`config.mk`:
```
export PLATFORM = sky130hd
export DESIGN_NAME = stream_mux_2x1
export DESIGN_NICKNAME = d
export VERILOG_FILES = /design/src/rtl/stream_mux_2x1.sv
export SDC_FILE = /design/constraint.sdc
export NUM_CORES = 1
export LEC_CHECK = 0
export ABC_AREA = 1
export CORE_AREA = 8 8 52 54
export DETAILED_ROUTE_END_ITERATION = 12
export DIE_AREA = 0 0 60 62
export GPL_TIMING_DRIVEN = 1
export MAX_ROUTING_LAYER = met4
export PLACE_DENSITY = 0.81
export SLEW_MARGIN = 30
export SYNTH_ARGS = -nofsm -noshare
export SYNTH_HDL_FRONTEND = slang
export SYNTH_SLANG_ARGS = --single-unit
export TNS_END_PERCENT = 30
```
`constraint.sdc`:
```
create_clock -name clk -period 1 [get_ports clk]
set_clock_uncertainty 0.05 [all_clocks]
set_input_delay 0.3 -clock clk [delete_from_list [all_inputs] [get_ports clk]]
set_output_delay 0.3 -clock clk [all_outputs]
set_load 0.01 [all_outputs]
```
`src/rtl/stream_mux_2x1.sv`:
```
// rtl/stream_mux_2x1.sv - registered 2:1 stream combiner with round-robin arbitration
// Define STREAM_MUX_FIXED_PRIO_EN for fixed src0-wins priority instead of round-robin.
module stream_mux_2x1 #(
  parameter int DATA_W = 8
) (
  input  logic              clk,
  input  logic              rst,
  input  logic [DATA_W-1:0] din0,
  input  logic              din0_valid,
  output logic              din0_ready,
  input  logic [DATA_W-1:0] din1,
  input  logic              din1_valid,
  output logic              din1_ready,
  output logic [DATA_W-1:0] y,
  output logic              y_sel,
  output logic              y_valid,
  input  logic              y_ready
);

  logic load;
  logic g0;
  logic g1;

  // The output register can refill when empty or when drained this cycle.
  assign load = !y_valid | y_ready;

`ifdef STREAM_MUX_FIXED_PRIO_EN
  always_comb begin
    g0 = din0_valid;
    g1 = din1_valid & !din0_valid;
  end
`else
  logic rr_last;

  // On a tie the source that did not win last time is granted.
  always_comb begin
    g0 = din0_valid;
    g1 = din1_valid;
    if (din0_valid && din1_valid) begin
      g0 = rr_last;
      g1 = !rr_last;
    end
  end

  always_ff @(posedge clk) begin
    if (rst) begin
      rr_last <= 1'b1;
    end else if (load && (g0 || g1)) begin
      rr_last <= g1;
    end
  end
`endif

  assign din0_ready = load & g0 & !rst;
  assign din1_ready = load & g1 & !rst;

  always_ff @(posedge clk) begin
    if (rst) begin
      y       <= '0;
      y_sel   <= 1'b0;
      y_valid <= 1'b0;
    end else if (load) begin
      if (g0 || g1) begin
        y       <= g1 ? din1 : din0;
        y_sel   <= g1;
        y_valid <= 1'b1;
      end else begin
        y_valid <= 1'b0;
      end
    end
  end

endmodule

```
==> results of run 1 <==
## how the worst max path moves through the flow
stage | from | end | slack [ns] | cells past startpoint
4_1_cts | y_valid | din0_ready | -0.36 | 4
3_5_place_dp | y_ready | din0_ready | -1.02 | 6
2_1_floorplan | y_valid | din0_ready | 0.009 | 3
6_report | y_ready | din0_ready | -0.37 | 6
5_1_grt | y_ready | din0_ready | -0.42 | 6
3_3_place_gp | y_ready | din0_ready | -0.98 | 6
## layer usage
metal	vias up	part of all wire	wire (µm)
met2	29	0.52	1074
met3	3	0.087	181
met5	-	0	0
li1	397	-	-
met1	332	0.38	795
met4	0	0.015	31
## placed cells by master, fill, tap and decap left out
master | netlist | layout
a21oi_1 | 3 | 2
inv_1 | 19 | 17
o21ai_4 | 0 | 1
clkbuf_4 | 0 | 3
dlygate4sd2_1 | 0 | 3
clkbuf_1 | 0 | 1
clkdlybuf4s50_1 | 0 | 16
nand3_1 | 3 | 1
buf_2 | 0 | 1
nand2_4 | 1 | 2
nand2_2 | 3 | 4
inv_2 | 0 | 2
clkbuf_2 | 0 | 1
dfxtp_2 | 0 | 11
nand3_2 | 0 | 1
nand3_4 | 0 | 1
buf_6 | 0 | 14
nand2_1 | 33 | 31
nor2_2 | 1 | 2
a21oi_2 | 0 | 1
nor2_4 | 1 | 2
clkinv_2 | 0 | 1
buf_4 | 0 | 11
nor2_1 | 26 | 24
## sequential cells by signal, summed over array words and instances, names as in the netlist
register	cells
rr_last	1
y	8
y_sel	1
y_valid	1
## cell families after synthesis
family,after synthesis,synth area share
and+or+nand+nor,68,0.4558
buffers and inverters,21,0.1526
DFF,11,0.3534
AOI/OAI and AO/OA,4,0.03815
## worst max-delay path: cells and delay by family
| family | cells | cell delay [ns] |
|---|---|---|
| compound gates | 1 | 0.10 |
| buf+inv | 3 | 0.44 |
| simple gates | 2 | 0.17 |
## final cells by class
class | instances | area share
inverters | 20 | 0.06559
multi-input cells | 72 | 0.3065
clock buffers | 4 | 0.02258
well taps | 27 | 0.02903
repair buffers | 46 | 0.3753
flip-flops and latches | 11 | 0.2011
## where the power goes
group / switching, µW / internal [µW]
Clock: 150 / 155
Sequential: 31.0 / 488
Combinational: 206 / 251
## stage by stage
stage                     std cells  total power, µW    util  setup WS (ns)
after floorplan                 104            707.4       -       0.008903
after global placement          175            936.0  0.5750        -0.9834
after detailed placement        175            948.0  0.5750         -1.016
after CTS                       180             1280  0.6072        -0.3650
after global routing            180             1359  0.6118        -0.4229
final                           180             1281  0.6118        -0.3740
## what timing repair did
action | CTS | global route
setup buffers | 1 | 0
gates resized for setup | 75 | 7
setup endpoints to repair | 23 | 23
pin swaps | 5 | 5
==> flow_metrics.tcl, run 1 <==
set metrics [dict create \
    status "finished with violations" \
    violations "setup timing" \
    period_needed_ns 1.374 \
    hp-class "in2reg" \
    synth_common_cells "33 x nand2_1, 26 x nor2_1, 19 x inv_1, 11 x dfxtp_1" \
    port_buffers 32 \
    drt_iter0_markers 12 \
    critPathSlowestCell "dlygate4sd2_1" \
    ios 33 \
    p_leak_uw 0.0006111 \
    rsz0062_at_grt "true" \
    synthArstFlopShare 0 \
    critPathRequiredTime_ns 0.65 \
    synth.most_common_cell "nand2_1" \
    path_class "in2out" \
    reg2reg_to "y[5]" \
    worstHoldStart "din1_valid" \
    cts_buffers 3 \
    coreArea_um2 1902 \
    synth_nets 125 \
    wl_per_cell_um 11.57 \
    synth.cell_area_um2 623.1 \
    yosysSeqAreaShare 0.3534 \
    drive_above_1_share 0.3791 \
    cts_hold_buf 0 \
    grt_antenna_before_repair 0 \
    r2r-start "y_valid" \
    syn_avg_cell_area_um2 5.991 \
    start_util 0.3276 \
    worstHoldPathCells 4 \
    htreeDepth 1 \
    grt.overflow.total 0 \
    slew-limit-headroom 0.8443 \
    critPathCaptureType "output pin" \
    vias 761 \
    grt_use_total 0.1248 \
    whs_ns 0.3725 \
    viasPerCell 4.228 \
    rows 16 \
    cp_max_fo 3 \
    synth_area_leader_cell "dfxtp_1" \
    min_to "y_sel" \
    critPathMaxStageDelay_ns 0.25 \
    clk_pin_slew_ns 0.07 \
    setup_viol 22 \
    cts_tree "done" \
    die-width_um 60 \
    use_met2 0.2308 \
    numClockSinks 11 \
    clk_latency_ns 0.27 \
    grt_pass1_vias 759 \
    grt_pass1_wl_um 3367 \
    netlist.area_leader.share 0.3534 \
    use_met3 0.02469 \
    cp-start-kind "input pin" \
    synth_flop_cell "dfxtp_1" \
    synth.distinct_cells 13 \
    grt_max_degree 17 \
    dieArea_um2 3720 \
    maxCapViolCount 0 \
    syn_inst 104 \
    ys_seq_elements 11 \
    synth_area_leaders "dfxtp_1 35%, nand2_1 20%, nor2_1 16%, inv_1 11%, buf_12 3.2%" \
    arrival_ns 1.02 \
    r2r_slack_ns -0.30 \
    gp_congestion 0.7990 \
    finalHoldViolCount 0 \
    vdd_drop_max_mv 0.4985 \
    tightest_slew_ns 0.2330 \
    antenna_cells 0 \
    dpl.hpwl_um 1506 \
    tns_ns -3.770 \
    nNetsFinal 175 \
    area.sequential_um2 234.0 \
    wirelength_um 2082 \
    placed_area_um2 1094 \
    areaGrowthSynthToFinish_pct 86.75 \
    setup_slack_ns -0.3740 \
    report.final.slew_viol_count 0 \
    synth-warning-count 0 \
    drc 0 \
    stdcell_area_um2 1164 \
    dr.pass1.iters 4 \
    die_h_um 62 \
    multiInputGateArea_um2 356.6 \
    ant_nets 0 \
    crit_path_cell_trace "dlygate4sd2_1 -> inv_2 -> nand2_4 -> nand3_2 -> a21oi_2 -> buf_2" \
    grt-busiest-layer "met2" \
    met1_usage 0.1265 \
    power_density_nw_per_um2 1101 \
    fmax_mhz 727.8 \
    synth-edff-count 0 \
    period_share 1.374 \
    cts-root-buf "clkbuf_4" \
    fillCellCount 174 \
    clk_path_buf_depth 2 \
    rr_worst_depth 8 \
]
Note: power is estimated with default switching activity, not from simulation.
==> run 2: changes to the inputs <==
- PLACE_DENSITY: 0.81 -> 0.76
- SLEW_MARGIN: 30 -> default
==> run 2 against run 1 <==
The run still ends with setup timing left; design area increased by 0.54%; largest cell class unchanged; die area unchanged; clock power about the same; critical endpoint unchanged; final cell count decreased by 1.1%; fmax increased by 1.6%; register-to-register slack improved by 0.12 ns; power decreased by 0.13%; largest power group unchanged; combinational power about the same; sequential power about the same; sequential share of layout area decreased by 0.11 points.
==> flow_metrics.tcl, run 2 (synthesized netlist as in run 1, its figures left out) <==
set metrics [dict create \
    status "finished with violations" \
    violations "setup timing" \
    setup_slack_ns -0.3529 \
    maxCapViolCount 0 \
    viasPerCell 4.152 \
    gp_congestion 0.8002 \
    wl_per_cell_um 10.56 \
    grt.overflow.total 0 \
    grt_max_degree 17 \
    slew-limit-headroom 0.8281 \
    dieArea_um2 3720 \
    cts_tree "done" \
    wirelength_um 1880 \
    grt_use_total 0.1172 \
    rsz0062_at_grt "true" \
    vias 739 \
    drt_iter0_markers 9 \
    crit_path_end "din0_ready" \
    arrival_ns 1.00 \
    final_cell_mix "28 x nand2_1, 21 x nor2_1, 17 x inv_1" \
    grt_pass1_wl_um 3249 \
    mostFrequentLayoutCell "nand2_1" \
    path_class "in2out" \
    grt_antenna_before_repair 0 \
    start_util 0.3276 \
    clk_latency_ns 0.27 \
    area.sequential_um2 234.0 \
    drc 0 \
    reg2reg_to "y[6]" \
    dpl.hpwl_um 1479 \
    htreeDepth 1 \
    rr_worst_depth 7 \
    largest_reg_flops 8 \
    multiInputGateArea_um2 380.4 \
    cts-root-buf "clkbuf_4" \
    finalHoldViolCount 0 \
    critPathRequiredTime_ns 0.65 \
    ios 33 \
    fmax_mhz 739.1 \
    antenna_cells 0 \
    tightest_slew_ns 0.2573 \
    cts_buffers 3 \
    ant_nets 0 \
    p_leak_uw 0.0005986 \
    port_buffers 32 \
    r2r_slack_ns -0.18 \
    die_h_um 62 \
    vdd_drop_max_mv 0.6048 \
    dr.pass1.iters 2 \
    power_uw 1279 \
    rows 16 \
    die-width_um 60 \
    numClockSinks 11 \
    nNetsFinal 173 \
    period_needed_ns 1.353 \
    period_share 1.353 \
    areaGrowthSynthToFinish_pct 87.75 \
    cp-startpoint "y_ready" \
    r2r-start "y_valid" \
    cp_max_fo 3 \
    critPathCaptureType "output pin" \
    grt_pass1_vias 737 \
    fillCellCount 170 \
    hp-class "in2reg" \
    drive_above_1_share 0.4106 \
    clk_path_buf_depth 2 \
    fin_util 0.6151 \
    clk_pin_slew_ns 0.07 \
    largest_register "y" \
    power_density_nw_per_um2 1093 \
    setup_viol 21 \
    cp-start-kind "input pin" \
    coreArea_um2 1902 \
    cts_hold_buf 0 \
    report.final.slew_viol_count 0 \
]
-- run 2: cell type report --
class | count | share of cell area
inverters | 20 | 0.06524
flip-flops and latches | 11 | 0.2000
clock buffers | 4 | 0.02246
well taps | 27 | 0.02888
multi-input cells | 72 | 0.3251
repair buffers | 44 | 0.3583
-- run 2: repair_timing --
item                                    in CTS  in global routing
endpoints found under the setup margin      23                 22
gates resized for setup                     74                 15
buffers inserted                             1                  1
pin swaps                                    2                  9
-- run 2: power by group --
group          internal [µW]  switching, µW
clock                    154            150
combinational            250            207
sequential               487           30.0
total                    892            387
-- run 2: stage by stage --
stage               std cells  area (µm²)  worst slack (ns)  hold WS (ns)  TNS (ns)
global route              178        1170           -0.4150        0.3756    -3.887
CTS                       179        1132           -0.3707        0.4193    -3.162
global placement          174        1086           -0.9851        0.3986    -11.67
finish                    178        1170           -0.3529        0.3821    -2.486
detailed placement        174        1086            -1.024        0.4047    -11.94
floorplan                 104       661.9          0.008903        0.3117         0
-- run 2: how the worst min path moves through the flow --
stage / start / to / slack [ns] / cells past startpoint
after floorplan: rst / y_valid / 0.31 / 1
after global placement: y_sel / y_sel / 0.40 / 2
after detailed placement: y_sel / y_sel / 0.40 / 2
after CTS: y_sel / y_sel / 0.42 / 2
after global routing: din1_valid / y_sel / 0.38 / 4
final: din1_valid / y_sel / 0.38 / 4
-- run 2: worst max-delay path, stage by stage --
cell and delay, ns:
dlygate4sd2_1 0.24, inv_2 0.05, nand2_4 0.08, nand3_2 0.08, a21oi_2 0.11, buf_2 0.14
-- run 2: routing by layer --
metal | vias to the layer above | GRT usage | share of wire
li1 | 395 | - | -
met1 | 311 | 0.1260 | 0.42
met2 | 27 | 0.1938 | 0.49
met3 | 6 | 0.03292 | 0.062
met4 | 0 | 0.06122 | 0.027
met5 | - | - | 0
==> run 3: changes to the inputs <==
- clock period: 1 -> 1.1 ns (I/O delays scaled with it)
==> run 3 against run 2 <==
The run still ends with setup timing left; clock power shrank 14%; final cell count rose by 1.1%; die area did not move; non-clock buffer count rose by 2; via count decreased by 2.4%; design area decreased by 0.64%; core utilization decreased by 0.39 points; count of clock-buffer cells in the layout unchanged; power shrank 10%; sequential power shrank 9.3%; hold slack improved by 0.055 ns.
==> flow_metrics.tcl, run 3 (synthesized netlist as in run 1, its figures left out) <==
set metrics [dict create \
    die_h_um 62 \
    wl_per_cell_um 11.21 \
    maxCapViolCount 0 \
    viasPerCell 4.006 \
    final_cell_mix "30 x nand2_1, 24 x nor2_1, 19 x inv_1" \
    fin_util 0.6112 \
    met1_usage 0.1253 \
    die-width_um 60 \
    clk_pin_slew_ns 0.07 \
    tightest_slew_ns 0.2222 \
    grt_use_total 0.1178 \
    antenna_cells 0 \
    critPathMaxStageDelay_ns 0.34 \
    setup_slack_ns -0.2778 \
    dp_slack_ns -0.9644 \
    cts_tree "done" \
    arrival_ns 1.00 \
    clk_path_buf_depth 2 \
    ios 33 \
    ant_nets 0 \
    largest_register "y" \
    start_util 0.3276 \
    coreArea_um2 1902 \
    cp_num_buf_inv 1 \
    stdcell_area_um2 1162 \
    rsz0062_at_grt "true" \
    nNetsFinal 175 \
    vias 721 \
    use_met3 0.02881 \
    wirelength_um 2017 \
    areaGrowthSynthToFinish_pct 86.55 \
    critPathTopFamily "flip-flops" \
    port_buffers 32 \
    report.final.slew_viol_count 0 \
    dpl.hpwl_um 1406 \
    violations "setup timing" \
    drive_above_1_share 0.3856 \
    grt.overflow.total 0 \
    gp_congestion 0.7951 \
    use_met2 0.2046 \
    clk_latency_ns 0.26 \
    dr.pass1.iters 4 \
    period_needed_ns 1.378 \
    power_density_nw_per_um2 986.1 \
    cts_buffers 3 \
    critPathCaptureType "output pin" \
    fillCellCount 173 \
    dieArea_um2 3720 \
    cp-start-kind "register" \
    path_class "reg2out" \
    numClockSinks 11 \
    largest_reg_flops 8 \
    drc 0 \
    period_share 1.253 \
    grt_max_degree 17 \
    hp-class "reg2reg" \
    fmax_mhz 725.8 \
    slew-limit-headroom 0.8515 \
    critPathSlowestCell "dfxtp_2" \
    vdd_drop_max_mv 0.4667 \
    drt_iter0_markers 8 \
    status "finished with violations" \
    setup_viol 13 \
    rows 16 \
    grt_pass1_vias 742 \
    p_leak_uw 0.0006086 \
    htreeDepth 1 \
    grt_pass1_wl_um 3243 \
    placed_area_um2 1039 \
    cts-root-buf "clkbuf_4" \
    critPathRequiredTime_ns 0.72 \
    cp_max_fo 3 \
    grt_antenna_before_repair 0 \
    grt-busiest-layer "met2" \
    mostFrequentLayoutCell "nand2_1" \
    crit_path_cell_trace "nand2_4 -> nand3_2 -> a21oi_2 -> buf_2" \
    finalHoldViolCount 0 \
]
## run 3: worst min-delay path, cell delays in order, from the launching register on
cell and delay, ns:
dfxtp_2 0.32, nand2_1 0.08, a21oi_2 0.05
## run 3: worst paths after layout
path              cells past startpoint    start    endpoint  slack [ns]
hold / removal                        2    y_sel       y_sel        0.44
setup reg to reg                      7  y_valid       y_sel       -0.11
setup / recovery                      4  y_valid  din0_ready       -0.28
hold reg to reg                       2    y_sel       y_sel        0.44
## run 3: report_power, final
group	internal [µW]	switching, µW
Sequential	443	26.9
Clock	140	120
Combinational	226	191
## run 3: cell type report
cell class / instances / area (µm²) / area share
well taps: 27 / 33.78 / 0.02906
clock buffers: 4 / 26.28 / 0.02261
flip-flops and latches: 11 / 236.5 / 0.2034
repair buffers: 46 / 417.9 / 0.3595
multi-input cells: 72 / 371.6 / 0.3197
inverters: 20 / 76.32 / 0.06566
## run 3: routing by layer
layer / vias to the layer above / share of wire
met5: - / 0
met4: 0 / 0.015
met3: 4 / 0.067
met2: 28 / 0.49
met1: 292 / 0.42
li1: 397 / -
## run 3: per-stage QoR
step	hold slack, ns	power (µW)	instances	setup TNS (ns)
floorplan	0.3491	630.6	104	-0.001604
global placement	0.3988	826.3	172	-9.306
detailed placement	0.4013	835.1	172	-9.601
CTS	0.4163	1113	179	-1.552
global route	0.4780	1227	180	-2.420
finish	0.4370	1146	180	-1.477
## run 3: what timing repair did
item,in CTS,in global routing
setup buffers,3,0
pin swaps,4,4
cloned,0,1
setup endpoints to repair,23,22
resized for setup,75,20
hold buffers,0,0
